--- src/rtl/ro_measure_ctrl.sv ---
// -----------------------------------------------------------------------------
// ro_measure_ctrl
// Sequencer for the dual ring-oscillator measurement path. A run clears the
// RO edge counters, enables RO1 for a gate window of W = WIN_BASE << win_sel
// clk cycles, waits SETTLE cycles, captures the RO1 count, then repeats the
// sequence for RO2. It then publishes both counts, their signed difference,
// a faster-RO flag and a sticky saturation flag.
//
// Ports
//   clk, rst_n            clock, asynchronous active-low reset
//   start                 level, sampled only while idle
//   cont                  restart automatically after results are published
//   abort                 synchronous abort back to idle (beats cont/DONE)
//   win_sel[1:0]          window select, latched when a run starts
//   ro_cnt_1/ro_cnt_2     RO edge counts, already synchronised to clk
//   ro_activate_1/2       registered RO enables, never high together
//   cnt_clr               one-cycle RO counter clear
//   busy                  high whenever the sequencer is not idle
//   done                  one-cycle pulse when the results update
//   result_1/result_2     captured counts
//   diff                  result_1 - result_2, CNT_W+1 bit two's complement
//   ro1_faster            result_1 > result_2
//   ovf                   a captured count was all-ones (sticky until start)
// -----------------------------------------------------------------------------
module ro_measure_ctrl #(
  parameter int CNT_W    = 16,
  parameter int WIN_BASE = 256,
  parameter int SETTLE   = 4
) (
  input  logic             clk,
  input  logic             rst_n,
  input  logic             start,
  input  logic             cont,
  input  logic             abort,
  input  logic [1:0]       win_sel,
  input  logic [CNT_W-1:0] ro_cnt_1,
  input  logic [CNT_W-1:0] ro_cnt_2,
  output logic             ro_activate_1,
  output logic             ro_activate_2,
  output logic             cnt_clr,
  output logic             busy,
  output logic             done,
  output logic [CNT_W-1:0] result_1,
  output logic [CNT_W-1:0] result_2,
  output logic [CNT_W:0]   diff,
  output logic             ro1_faster,
  output logic             ovf
);

  localparam int WC_W = $clog2(WIN_BASE * 8) + 1;
  localparam int SC_W = (SETTLE > 1) ? $clog2(SETTLE + 1) : 1;

  localparam logic [WC_W-1:0]  WIN_BASE_W = WC_W'(WIN_BASE);
  localparam logic [WC_W-1:0]  WC_ONE     = {{(WC_W-1){1'b0}}, 1'b1};
  localparam logic [SC_W-1:0]  SET_LAST   = SC_W'(SETTLE - 1);
  localparam logic [SC_W-1:0]  SC_ONE     = {{(SC_W-1){1'b0}}, 1'b1};
  localparam logic [CNT_W-1:0] CNT_MAX    = {CNT_W{1'b1}};

  localparam logic [3:0] S_IDLE = 4'd0;
  localparam logic [3:0] S_CLR1 = 4'd1;
  localparam logic [3:0] S_RUN1 = 4'd2;
  localparam logic [3:0] S_SET1 = 4'd3;
  localparam logic [3:0] S_CAP1 = 4'd4;
  localparam logic [3:0] S_CLR2 = 4'd5;
  localparam logic [3:0] S_RUN2 = 4'd6;
  localparam logic [3:0] S_SET2 = 4'd7;
  localparam logic [3:0] S_CAP2 = 4'd8;
  localparam logic [3:0] S_DONE = 4'd9;

  logic [3:0]       state_r;
  logic [3:0]       state_s;
  logic [1:0]       win_sel_r;
  logic [WC_W-1:0]  win_cnt_r;
  logic [WC_W-1:0]  win_last_s;
  logic [SC_W-1:0]  set_cnt_r;
  logic [CNT_W-1:0] cap1_r;
  logic [CNT_W-1:0] cap2_r;
  logic             latch_s;
  logic             publish_s;
  logic             sat_s;

  // Window length minus one, the reload value of the gate counter.
  assign win_last_s = (WIN_BASE_W << win_sel_r) - WC_ONE;
  // A new run begins from idle or by continuation; win_sel is sampled then.
  assign latch_s    = (state_s == S_CLR1) && ((state_r == S_IDLE) || (state_r == S_DONE));
  assign publish_s  = (state_r == S_DONE) && !abort;
  assign sat_s      = (cap1_r == CNT_MAX) || (cap2_r == CNT_MAX);

  // Next-state logic; abort from any busy state wins over every other transition.
  always_comb begin
    state_s = state_r;
    if (abort && (state_r != S_IDLE)) begin
      state_s = S_IDLE;
    end else begin
      case (state_r)
        S_IDLE: state_s = start ? S_CLR1 : S_IDLE;
        S_CLR1: state_s = S_RUN1;
        S_RUN1: state_s = (win_cnt_r == {WC_W{1'b0}}) ? S_SET1 : S_RUN1;
        S_SET1: state_s = (set_cnt_r == {SC_W{1'b0}}) ? S_CAP1 : S_SET1;
        S_CAP1: state_s = S_CLR2;
        S_CLR2: state_s = S_RUN2;
        S_RUN2: state_s = (win_cnt_r == {WC_W{1'b0}}) ? S_SET2 : S_RUN2;
        S_SET2: state_s = (set_cnt_r == {SC_W{1'b0}}) ? S_CAP2 : S_SET2;
        S_CAP2: state_s = S_DONE;
        S_DONE: state_s = cont ? S_CLR1 : S_IDLE;
        default: state_s = S_IDLE;
      endcase
    end
  end

  // State register and window-select latch.
  always_ff @(posedge clk or negedge rst_n) begin
    if (!rst_n) begin
      state_r   <= S_IDLE;
      win_sel_r <= 2'b00;
    end else begin
      state_r <= state_s;
      if (latch_s) begin
        win_sel_r <= win_sel;
      end else begin
        win_sel_r <= win_sel_r;
      end
    end
  end

  // Gate counter reloads in CLRx so RUNx lasts W cycles; settle counter reloads during RUNx.
  always_ff @(posedge clk or negedge rst_n) begin
    if (!rst_n) begin
      win_cnt_r <= {WC_W{1'b0}};
      set_cnt_r <= {SC_W{1'b0}};
    end else begin
      case (state_r)
        S_CLR1, S_CLR2: win_cnt_r <= win_last_s;
        S_RUN1, S_RUN2: begin
          win_cnt_r <= win_cnt_r - WC_ONE;
          set_cnt_r <= SET_LAST;
        end
        S_SET1, S_SET2: set_cnt_r <= set_cnt_r - SC_ONE;
        default: begin
          win_cnt_r <= win_cnt_r;
          set_cnt_r <= set_cnt_r;
        end
      endcase
    end
  end

  // Internal capture registers sampled after the settle interval.
  always_ff @(posedge clk or negedge rst_n) begin
    if (!rst_n) begin
      cap1_r <= {CNT_W{1'b0}};
      cap2_r <= {CNT_W{1'b0}};
    end else begin
      if (state_r == S_CAP1) begin
        cap1_r <= ro_cnt_1;
      end else begin
        cap1_r <= cap1_r;
      end
      if (state_r == S_CAP2) begin
        cap2_r <= ro_cnt_2;
      end else begin
        cap2_r <= cap2_r;
      end
    end
  end

  // Registered strobes; they trail the state by one cycle and drop at once on abort.
  always_ff @(posedge clk or negedge rst_n) begin
    if (!rst_n) begin
      ro_activate_1 <= 1'b0;
      ro_activate_2 <= 1'b0;
      cnt_clr       <= 1'b0;
      busy          <= 1'b0;
      done          <= 1'b0;
    end else begin
      ro_activate_1 <= (state_r == S_RUN1) && !abort;
      ro_activate_2 <= (state_r == S_RUN2) && !abort;
      cnt_clr       <= ((state_r == S_CLR1) || (state_r == S_CLR2)) && !abort;
      busy          <= (state_s != S_IDLE);
      done          <= publish_s;
    end
  end

  // Published results change only in DONE; ovf additionally clears on a start from idle.
  always_ff @(posedge clk or negedge rst_n) begin
    if (!rst_n) begin
      result_1   <= {CNT_W{1'b0}};
      result_2   <= {CNT_W{1'b0}};
      diff       <= {(CNT_W+1){1'b0}};
      ro1_faster <= 1'b0;
      ovf        <= 1'b0;
    end else if (publish_s) begin
      result_1   <= cap1_r;
      result_2   <= cap2_r;
      diff       <= {1'b0, cap1_r} - {1'b0, cap2_r};
      ro1_faster <= (cap1_r > cap2_r);
      ovf        <= ovf | sat_s;
    end else if ((state_r == S_IDLE) && start) begin
      ovf <= 1'b0;
    end else begin
      ovf <= ovf;
    end
  end

endmodule

--- config.mk ---
export PLATFORM = sky130hd
export DESIGN_NAME = ro_measure_ctrl
export DESIGN_NICKNAME = d
export VERILOG_FILES = /design/src/rtl/ro_measure_ctrl.sv
export SDC_FILE = /design/constraint.sdc
export NUM_CORES = 1
export LEC_CHECK = 0
export ABC_AREA = 1
export CORE_MARGIN = 2
export CORE_UTILIZATION = 53
export CTS_CLUSTER_SIZE = 40
export DETAILED_ROUTE_END_ITERATION = 10
export GPL_ROUTABILITY_DRIVEN = 0
export HOLD_SLACK_MARGIN = 0.05
export PLACE_DENSITY = 0.8
export SETUP_SLACK_MARGIN = 0.02
export SLEW_MARGIN = 20
export SYNTH_ARGS = -nofsm -noshare
export SYNTH_HDL_FRONTEND = slang
export SYNTH_SLANG_ARGS = --single-unit
--- constraint.sdc ---
create_clock -name clk -period 1.99 [get_ports clk]
set_input_delay 0.199 -clock clk [delete_from_list [all_inputs] [get_ports clk]]
set_output_delay 0.199 -clock clk [all_outputs]
set_load 0.01 [all_outputs]
==> impl_metrics.env <==
export IMPL_status="complete, no violations"
export IMPL_max_slew_margin_rel_pct=65.5
export IMPL_hold_viol=0
export IMPL_fin_crit_sh_pct=92.2
export IMPL_synthFlopType="dfrtp_1"
export IMPL_grt_pass1_wl_um=22800
export IMPL_cts_sinks=109
export IMPL_startpoint_type="flip-flop"
export IMPL_cp_end_kind="flip-flop"
export IMPL_setup_violations=0
export IMPL_htree_num_levels=3
export IMPL_synth_area_mm2=0.00552
export IMPL_p_sw_mw=3.48
export IMPL_ys_top_cells_by_count="198 x nand2_1, 109 x dfrtp_1, 84 x inv_1"
export IMPL_vias=5033
export IMPL_clock_power_share_pct=18.0
export IMPL_p_leak_nw=3.56
export IMPL_cts_tree="yes"
export IMPL_tns_ps=0
export IMPL_met1_usage_pct=32.0
export IMPL_fmax_ghz=0.545
export IMPL_ys_ff_latch=109
export IMPL_synth_mux_area_share_pct=0
export IMPL_grt_overflow_total=0
export IMPL_synth_async_reset_ratio_pct=100
export IMPL_worstSkewPairLatency_ps=370
export IMPL_die_area_mm2=0.0113
export IMPL_yosysUniqueCellTypes=37
export IMPL_avgRoutedWirePerCell_um=14.4
export IMPL_rows=37
export IMPL_antenna_found_initial=0
export IMPL_ant_nets=0
export IMPL_dr_pass1_iters=5
export IMPL_cp_max_fo=4
export IMPL_place_ws_ps=87.5
export IMPL_globalRouteMet2Util_pct=43.5
export IMPL_post_cts_buffers=0
export IMPL_drv_cap=0
export IMPL_dp_cells=931
export IMPL_clkSlewWorstSetupHoldPaths_ps=100
export IMPL_fin_hold_ws_ps=338
export IMPL_ys_top_cells_by_area="dfrtp_1 49%, nand2_1 13%, inv_1 5.7%"
export IMPL_synthSimpleGateAreaFrac_pct=26.0
export IMPL_drt_first_iter_violations=248
export IMPL_area_delta_synth_final_pct=26.2
export IMPL_synth_compound_area_share_pct=11.1
export IMPL_num_io_pins=95
export IMPL_layout_min_cycle_time_ps=1830
export IMPL_cts_root_buf="clkbuf_8"
export IMPL_hpwl_um=10300
export IMPL_postLayoutCoreUtil_pct=68.1
export IMPL_critPathKind="reg -> reg"
export IMPL_seqPwrFrac_pct=36.5
export IMPL_rr_worst_depth=11
export IMPL_max_slew_worst_pin_slew_ps=517
export IMPL_place_area_mm2=0.00671
export IMPL_grt_start_max_net_pins=43
export IMPL_drive_gt1_share_pct=6.90
export IMPL_netlist_area_leader_share_pct=49.4
export IMPL_fin_ws_ps=155
export IMPL_synth_warnings=0
export IMPL_nNetsFinal=866
export IMPL_wirelength_um=13600
export IMPL_start_util_pct=54.0
export IMPL_die_w_um=106
export IMPL_drc=0
export IMPL_dieHeight_um=106
export IMPL_grt_use_met3_pct=4.60
export IMPL_synth_nets=763
export IMPL_fin_cells=948
export IMPL_combPwrFrac_pct=45.5
export IMPL_swShare_pct=41.6
export IMPL_yosys_area_share_adder_pct=4.67
export IMPL_design_core_area_mm2=0.0102
export IMPL_vdd_drop_max_mv=0.735
export IMPL_finalClockSkew_ps=11.1
export IMPL_internal_power_mw=4.87
export IMPL_synth_top_cell_by_area="dfrtp_1"
export IMPL_grt_usage_pct=25.5
export IMPL_synth_seq_area_share_pct=49.4
export IMPL_io_buffers=94
export IMPL_finalPower_mw=8.35
export IMPL_crit_arrival_ps=2110
export IMPL_synth_top_family_by_area="simple AND/OR/NAND/NOR gates"
export IMPL_busiest_layer="met2"
export IMPL_grt_setup_unrepaired="yes"
export IMPL_yosysMostFrequentCell="nand2_1"
export IMPL_cts_buffers=9
export IMPL_power_density_mw_per_mm2=1200
export IMPL_cts_buffer_depth=2
export IMPL_grt_pass1_vias=4965
export IMPL_synth_edf_count=0
export IMPL_critical_path_required_ps=2270
export IMPL_synth_xor_area_share_pct=1.11
export IMPL_antenna_cells=0
export IMPL_hold_path_class="in -> async"
export IMPL_vias_per_cell=5.31
export IMPL_avgSynthCellArea_um2=7.84
export IMPL_syn_inst=704
export IMPL_design_area_mm2=0.00697
export IMPL_drv_slew=0
[final timing paths]
check                            from      endpoint  slack, ps
min in group clk           win_sel[1]  win_sel_r[1]        380
max in group asynchronous       rst_n   result_2[6]       1060
setup / recovery            cap2_r[0]      diff[12]        160
hold reg to reg              diff[12]      diff[12]        490
hold / removal                  rst_n  result_1[12]        340
setup reg to reg            cap2_r[0]      diff[12]        160
[cell families (layout without fill, tap and decap cells)]
logic type,count (synthesis),count (layout)
flops,109,109
xor+xnor,7,7
buf+inv,108,216
simple gates,344,344
fa+ha+maj,20,20
compound gates,116,116
[state kept, by name, summed over array words and instances, names as in the netlist]
register,flops
ro_activate_1,1
done,1
win_sel_r,2
diff,17
ovf,1
ro_activate_2,1
state_r,4
busy,1
win_cnt_r,12
cap2_r,16
result_2,16
cnt_clr,1
cap1_r,16
ro1_faster,1
result_1,16
set_cnt_r,3
[critical path, stage by stage (launching register included)]
cell and delay, ps:
dfrtp_1 420, ha_2 220, fa_2 350, inv_1 70, nand3_1 80, nand3_2 80
buf_4 140, nand3_1 100, nand3_1 110, nand2_1 50, nand3_1 80, nand2_1 40
[power groups by stage]
stage / registers (mW) / logic [mW] / clock network (mW)
final: 3.04 / 3.80 / 1.50
after global routing: 3.09 / 4.32 / 1.62
after CTS: 3.03 / 3.72 / 1.54
after detailed placement: 3.07 / 3.69 / 0
after global placement: 3.07 / 3.56 / 0
after floorplan: 3.00 / 2.68 / 0
[routing by layer]
layer | vias to the layer above | part of all wire (%)
li1 | 2455 | -
met1 | 2348 | 40
met2 | 194 | 51
met3 | 36 | 6.3
met4 | 0 | 2.9
met5 | - | 0
[placed cells by master (no fill, tap or decap), types with 10 or more instances in the layout]
cell type	netlist	layout
clkbuf_8	0	10
clkdlybuf4s50_1	0	93
ha_1	19	18
a21oi_1	50	49
dfrtp_1	109	109
o21ai_1	42	42
nand2_1	198	196
nor2_1	75	75
nand4_1	11	11
buf_4	1	13
o21ai_0	12	12
inv_1	84	83
nand3_1	36	35
[cell type report]
type / count / area, µm²
Fill cell: 827 / 3260
Sequential cell: 109 / 2730
Multi-Input combinational cell: 487 / 2390
Timing Repair Buffer: 111 / 1120
Inverter: 89 / 334
Tap cell: 136 / 170
Clock buffer: 10 / 138
Clock inverter: 6 / 93.8
[timing repair]
item	in CTS	in global routing
setup endpoints to repair	0	8
hold buffers	1	0
endpoints found under the hold margin	36	0
gates resized for setup	0	7
No activity file was read; power rests on OpenSTA's default activity.
==> edit 1 (same settings) <==
Reset style: synchronous (`rst_n`), changed in 5 clocked blocks. Comments in the files are not updated.
--- a/src/rtl/ro_measure_ctrl.sv
+++ b/src/rtl/ro_measure_ctrl.sv
@@ -109,7 +109,7 @@
   end
 
   // State register and window-select latch.
-  always_ff @(posedge clk or negedge rst_n) begin
+  always_ff @(posedge clk) begin
     if (!rst_n) begin
       state_r   <= S_IDLE;
       win_sel_r <= 2'b00;
@@ -124,7 +124,7 @@
   end
 
   // Gate counter reloads in CLRx so RUNx lasts W cycles; settle counter reloads during RUNx.
-  always_ff @(posedge clk or negedge rst_n) begin
+  always_ff @(posedge clk) begin
     if (!rst_n) begin
       win_cnt_r <= {WC_W{1'b0}};
       set_cnt_r <= {SC_W{1'b0}};
@@ -145,7 +145,7 @@
   end
 
   // Internal capture registers sampled after the settle interval.
-  always_ff @(posedge clk or negedge rst_n) begin
+  always_ff @(posedge clk) begin
     if (!rst_n) begin
       cap1_r <= {CNT_W{1'b0}};
       cap2_r <= {CNT_W{1'b0}};
@@ -164,7 +164,7 @@
   end
 
   // Registered strobes; they trail the state by one cycle and drop at once on abort.
-  always_ff @(posedge clk or negedge rst_n) begin
+  always_ff @(posedge clk) begin
     if (!rst_n) begin
       ro_activate_1 <= 1'b0;
       ro_activate_2 <= 1'b0;
@@ -181,7 +181,7 @@
   end
 
   // Published results change only in DONE; ovf additionally clears on a start from idle.
-  always_ff @(posedge clk or negedge rst_n) begin
+  always_ff @(posedge clk) begin
     if (!rst_n) begin
       result_1   <= {CNT_W{1'b0}};
       result_2   <= {CNT_W{1'b0}};
Formal check against the unedited RTL: differs if rst_n is asserted again (counterexample within 4 cycles, from zero or initial values and one cycle with rst_n low); with rst_n held inactive, the same outputs for 10 cycles.
==> edit 1 against the unedited design <==
- setup slack got worse by 0.26 ns
- sequential share of layout area shrank 6.4 points
- the run now ends with negative setup slack left
- final area fell by 4.2%
- sequential cell count is the same
- die area decreased by 3.0%
- synthesized area down 3.1%
- wire length rose by 6.6%
Power is not compared: it rests on default switching activity, and its combinational part moved more than twofold at a synthesized area within 25%.
==> edit 1: results (changes against the unedited design) <==
timing:
  finalSetupViolations: 1  # was 0
  worst_hold_slack_ns: 0.160  # was 0.338 ns
  fin_tns_setup_ns: -0.101  # was 0 ns
  timing.final.ws_setup_ns: -0.101  # was 0.155 ns
finish:
  clk_share: 0.0294  # was 0.0332
  final_nets: 913  # was 866
  fill_cells: 846  # was 827
  nMultiInputCombCells: 526  # was 487
  buffers: 114  # was 111
  stdcell_count: 992  # was 948
  ff_latch_area_um2: 2180  # was 2730 um^2
status:
  status: "complete, but fails checks"  # was finished, final reports clean
  violations: "negative setup slack"
global_routing:
  grt_pass1_wl_um: 23600  # was 22800 um
  grt_max_degree: 40  # was 43
placed_design:
  dp_cells: 976  # was 931
  hpwl_um: 11100  # was 10300 um
  dp_worst_setup_slack_ns: -0.0717  # was 0.0875 ns
synth:
  synth.area.top_cells: "dfxtp_1, nand2_1, a21oi_1"  # was dfrtp_1, nand2_1, inv_1
  synth_flop_cell: "dfxtp_1"  # was dfrtp_1
  synth.distinct_cells: 39  # was 37
  synth_nets: 817  # was 763
  async_flop_share: 0  # was 1.00
  synthCells: 758  # was 704
drt:
  num_vias: 5422  # was 5033
  wire_per_inst_um: 14.6  # was 14.4 um
  drt-initial-drc-count: 344  # was 248
critical_path:
  ff2ff_path_depth: 12  # was 11
  timing.rr.end: "diff[15]$_SDFFE_PN0P_"  # was diff[12]$_DFFE_PN0P_
  crit_fanout: 6  # was 4
  r2r_start: "cap2_r[12]$_SDFFE_PN0N_"  # was cap2_r[0]$_DFFE_PN0N_
hold_path:
  hp-class: "in -> reg"  # was in -> async
[edit 1: critical path, stage by stage (launching register included)]
cell and delay (ns):
dfxtp_1 0.36, inv_1 0.11, ha_2 0.43, nand2_1 0.10, inv_1 0.10, nand3_1 0.12
nor3_1 0.30, nand2_1 0.15, nand2_1 0.10, nand2_1 0.06, nand3_1 0.11, nand2_1 0.06
inv_1 0.04
[edit 1: repair_timing]
action	in CTS	in global routing
setup endpoints to repair	6	7
gates resized for setup	2	8
hold buffers	0	0
endpoints found under the hold margin	0	0
pin swaps	0	1
[edit 1: cell families after synthesis]
logic type | Yosys count | synth area share
AOI/OAI and AO/OA | 183 | 0.182
xor gates and xnor gates | 8 | 0.0131
adders and majority gates | 20 | 0.0482
buffers and inverters | 123 | 0.0966
DFF | 109 | 0.408
and+or+nand+nor | 315 | 0.252
[edit 1: worst min path at each step]
| stage | endpoint | from | cells past startpoint |
|---|---|---|---|
| 2_1_floorplan | cap1_r[15]$_SDFFE_PN0P_ | ro_cnt_1[15] | 2 |
| 3_3_place_gp | set_cnt_r[0]$_SDFFE_PN0P_ | set_cnt_r[0]$_SDFFE_PN0P_ | 1 |
| 3_5_place_dp | result_1[5]$_SDFFE_PN0P_ | result_1[5]$_SDFFE_PN0P_ | 2 |
| 4_1_cts | win_cnt_r[11]$_SDFFE_PN0P_ | rst_n | 3 |
| 5_1_grt | win_cnt_r[11]$_SDFFE_PN0P_ | rst_n | 3 |
| 6_report | win_cnt_r[11]$_SDFFE_PN0P_ | rst_n | 3 |
[edit 1: per-layer routing]
| metal | global-route usage | wire (um) |
|---|---|---|
| met1 | 0.337 | 6050 |
| met2 | 0.453 | 6890 |
| met3 | 0.0363 | 1050 |
| met4 | 0.0975 | 533 |
| met5 | 0 | 0 |
==> edit 2 (same settings) <==
Made on the original files. Set the parameter `CNT_W` to 32 (it was 16).
--- a/src/rtl/ro_measure_ctrl.sv
+++ b/src/rtl/ro_measure_ctrl.sv
@@ -23,7 +23,7 @@
 //   ovf                   a captured count was all-ones (sticky until start)
 // -----------------------------------------------------------------------------
 module ro_measure_ctrl #(
-  parameter int CNT_W    = 16,
+  parameter int CNT_W    = 32,
   parameter int WIN_BASE = 256,
   parameter int SETTLE   = 4
 ) (
Interface: changed (5 resized); port bits go from 95 to 175. No check against the original RTL was run, so the function may have changed too.
==> edit 2 against the unedited design <==
- the run now ends with negative setup slack left
- first-iteration DRC count increased to 4.0 times the old value
- synthesized area increased by 83%
- final area increased by 96%
- total power increased by 110%
- sequential share of layout area decreased by 4.4 points
- global-route usage increased by 3.9 points
- setup slack got worse by 0.19 ns
- clock skew decreased by 0.0023 ns
- sequential cell count increased by 80
- wire length increased by 120%
- non-clock buffer count increased by 133
- combinational power increased by 130%
==> edit 2: results (changes against the unedited design) <==
synth:
  synth.distinct_cells: 40  # was 37
  yosys-top-cells-count: "nand2_1, inv_1, dfrtp_1"  # was nand2_1, dfrtp_1, inv_1
  synth.area.top_cells: "dfrtp_1, nand2_1, inv_1"  # unchanged
  yosysSeqAreaShare: 0.468  # was 0.494
  yosysWarnings: 0  # unchanged
  synth_nets: 1470  # was 763
  async_flop_share: 1.00  # unchanged
  synth_flop_cell: "dfrtp_1"  # unchanged
  synth_edf_count: 0  # unchanged
critical_path:
  crit_family: "simple AND/OR/NAND/NOR gates"  # was adder cells
  slowest_delay_ns: 0.45  # was 0.42 ns
  crit_fanout: 4  # unchanged
  worstPathArrival_ns: 2.36  # was 2.11 ns
  worst_path_max_delay_cell: "dfrtp_1"  # unchanged
global_routing:
  grt_pass1_vias: 9314  # was 4965
  grt_usage: 0.294  # was 0.255
  grt_overflow: 0  # unchanged
  grt_max_degree: 65  # was 43
  met2_usage: 0.475  # was 0.435
  grt_util_met3: 0.0565  # was 0.0460
  grt_pass1_wl_um: 46500  # was 22800 um
  grt_util_met1: 0.399  # was 0.320
drt:
  num_vias: 9980  # was 5033
  wire_per_inst_um: 16.5  # was 14.4 um
  firstDrtPassIters: 5  # unchanged
  drt-initial-drc-count: 997  # was 248
timing:
  timing.final.ws_setup_ns: -0.0390  # was 0.155 ns
  fin_worst_skew_ns: 0.00883  # was 0.0111 ns
  worst_hold_slack_ns: 0.290  # was 0.338 ns
  relSlewSlack: 0.664  # was 0.655
  fin_tns_setup_ns: -0.0390  # was 0 ns
  finalSetupViolations: 1  # was 0
placed_design:
  port_buffers: 174  # was 94
  hpwl_um: 21600  # was 10300 um
  dp_worst_setup_slack_ns: -0.0534  # was 0.0875 ns
hold_path:
  hp-class: "in -> async"  # unchanged
finish:
  diodes: 0  # unchanged
  areaGrowthSynthToFinish_pct: 34.9  # was 26.2%
  regMostFlops: "diff"  # unchanged
  drive_gt1_frac: 0.128  # was 0.0690
  largest_register_ffs: 33  # was 17
  fill_cells: 1343  # was 827
  final_nets: 1695  # was 866
clock_network:
  cts_made_buffers: 17  # was 9
  clk_latency_ns: 0.44  # was 0.37 ns
  htree_levels: 4  # was 3
  clockBufferDepth: 2  # unchanged
  clk_transition_reported_paths_ns: 0.07  # was 0.10 ns
  ctsRootBufferMaster: "clkbuf_16"  # was clkbuf_8
status:
  status: "complete, but fails checks"  # was finished, final reports clean
  violations: "negative setup slack"
power_and_ir_drop:
  irDropWorstVdd_mv: 1.01  # was 0.735 mV
  leakage_nw: 6.97  # was 3.56 nW
## edit 2: worst paths after layout
kind	from	to	depth (start not counted)
hold / removal	rst_n	diff[2]$_DFFE_PN0P_	2
setup / recovery	cap1_r[8]$_DFFE_PN0P_	diff[27]$_DFFE_PN0P_	12
setup reg to reg	cap1_r[8]$_DFFE_PN0P_	diff[27]$_DFFE_PN0P_	12
hold reg to reg	result_2[0]$_DFFE_PN0P_	result_2[0]$_DFFE_PN0P_	2
max in group asynchronous	rst_n	result_1[27]$_DFFE_PN0P_	3
min in group clk	win_sel[1]	win_sel_r[1]$_DFFE_PN0P_	3
## edit 2: final cells by class
class                      instances  area share
multi-input combinational        916       0.356
sequential                       189       0.347
timing repair buffer             244       0.171
inverter                         220      0.0610
clock buffer                      19      0.0332
tap                              234      0.0215
clock inverter                    13     0.00937
## edit 2: repair_timing
item                                    in CTS  in global routing
endpoints found under the hold margin       51                  0
pin swaps                                    0                 14
hold buffers                                 1                  0
gates resized for setup                      6                 95
endpoints found under the setup margin      12                 27
setup buffers                                0                  5
## edit 2: cells by family (layout without fill, tap and decap cells)
| family | after synthesis | count (layout) | share of synthesized area |
|---|---|---|---|
| simple gates | 666 | 666 | 0.271 |
| mux | 1 | 1 | 0.00112 |
| flops | 189 | 189 | 0.468 |
| xor+xnor | 16 | 16 | 0.0139 |
| buf+inv | 258 | 496 | 0.0994 |
| compound gates | 197 | 197 | 0.101 |
| fa+ha+maj | 36 | 36 | 0.0454 |
## edit 2: stage by stage
step	power (mW)	cells	cell area [um^2]
final	17.4	1835	13600
after floorplan	9.91	1363	10100
after global placement	12.4	1797	12500
after CTS	16.1	1830	13100
after global routing	18.6	1835	13600
after detailed placement	12.6	1797	12500
## edit 2: where the power goes
part,total [mW],switching [mW],internal (mW)
Sequential,5.30,0.784,4.52
Combinational,8.67,5.12,3.56
Clock,3.41,1.59,1.82
## edit 2: per-layer routing
metal / vias to the layer above / routed length (um)
li1: 4726 / -
met5: - / 0
met3: 91 / 2400
met1: 4679 / 12500
met2: 484 / 14400
met4: 0 / 1000
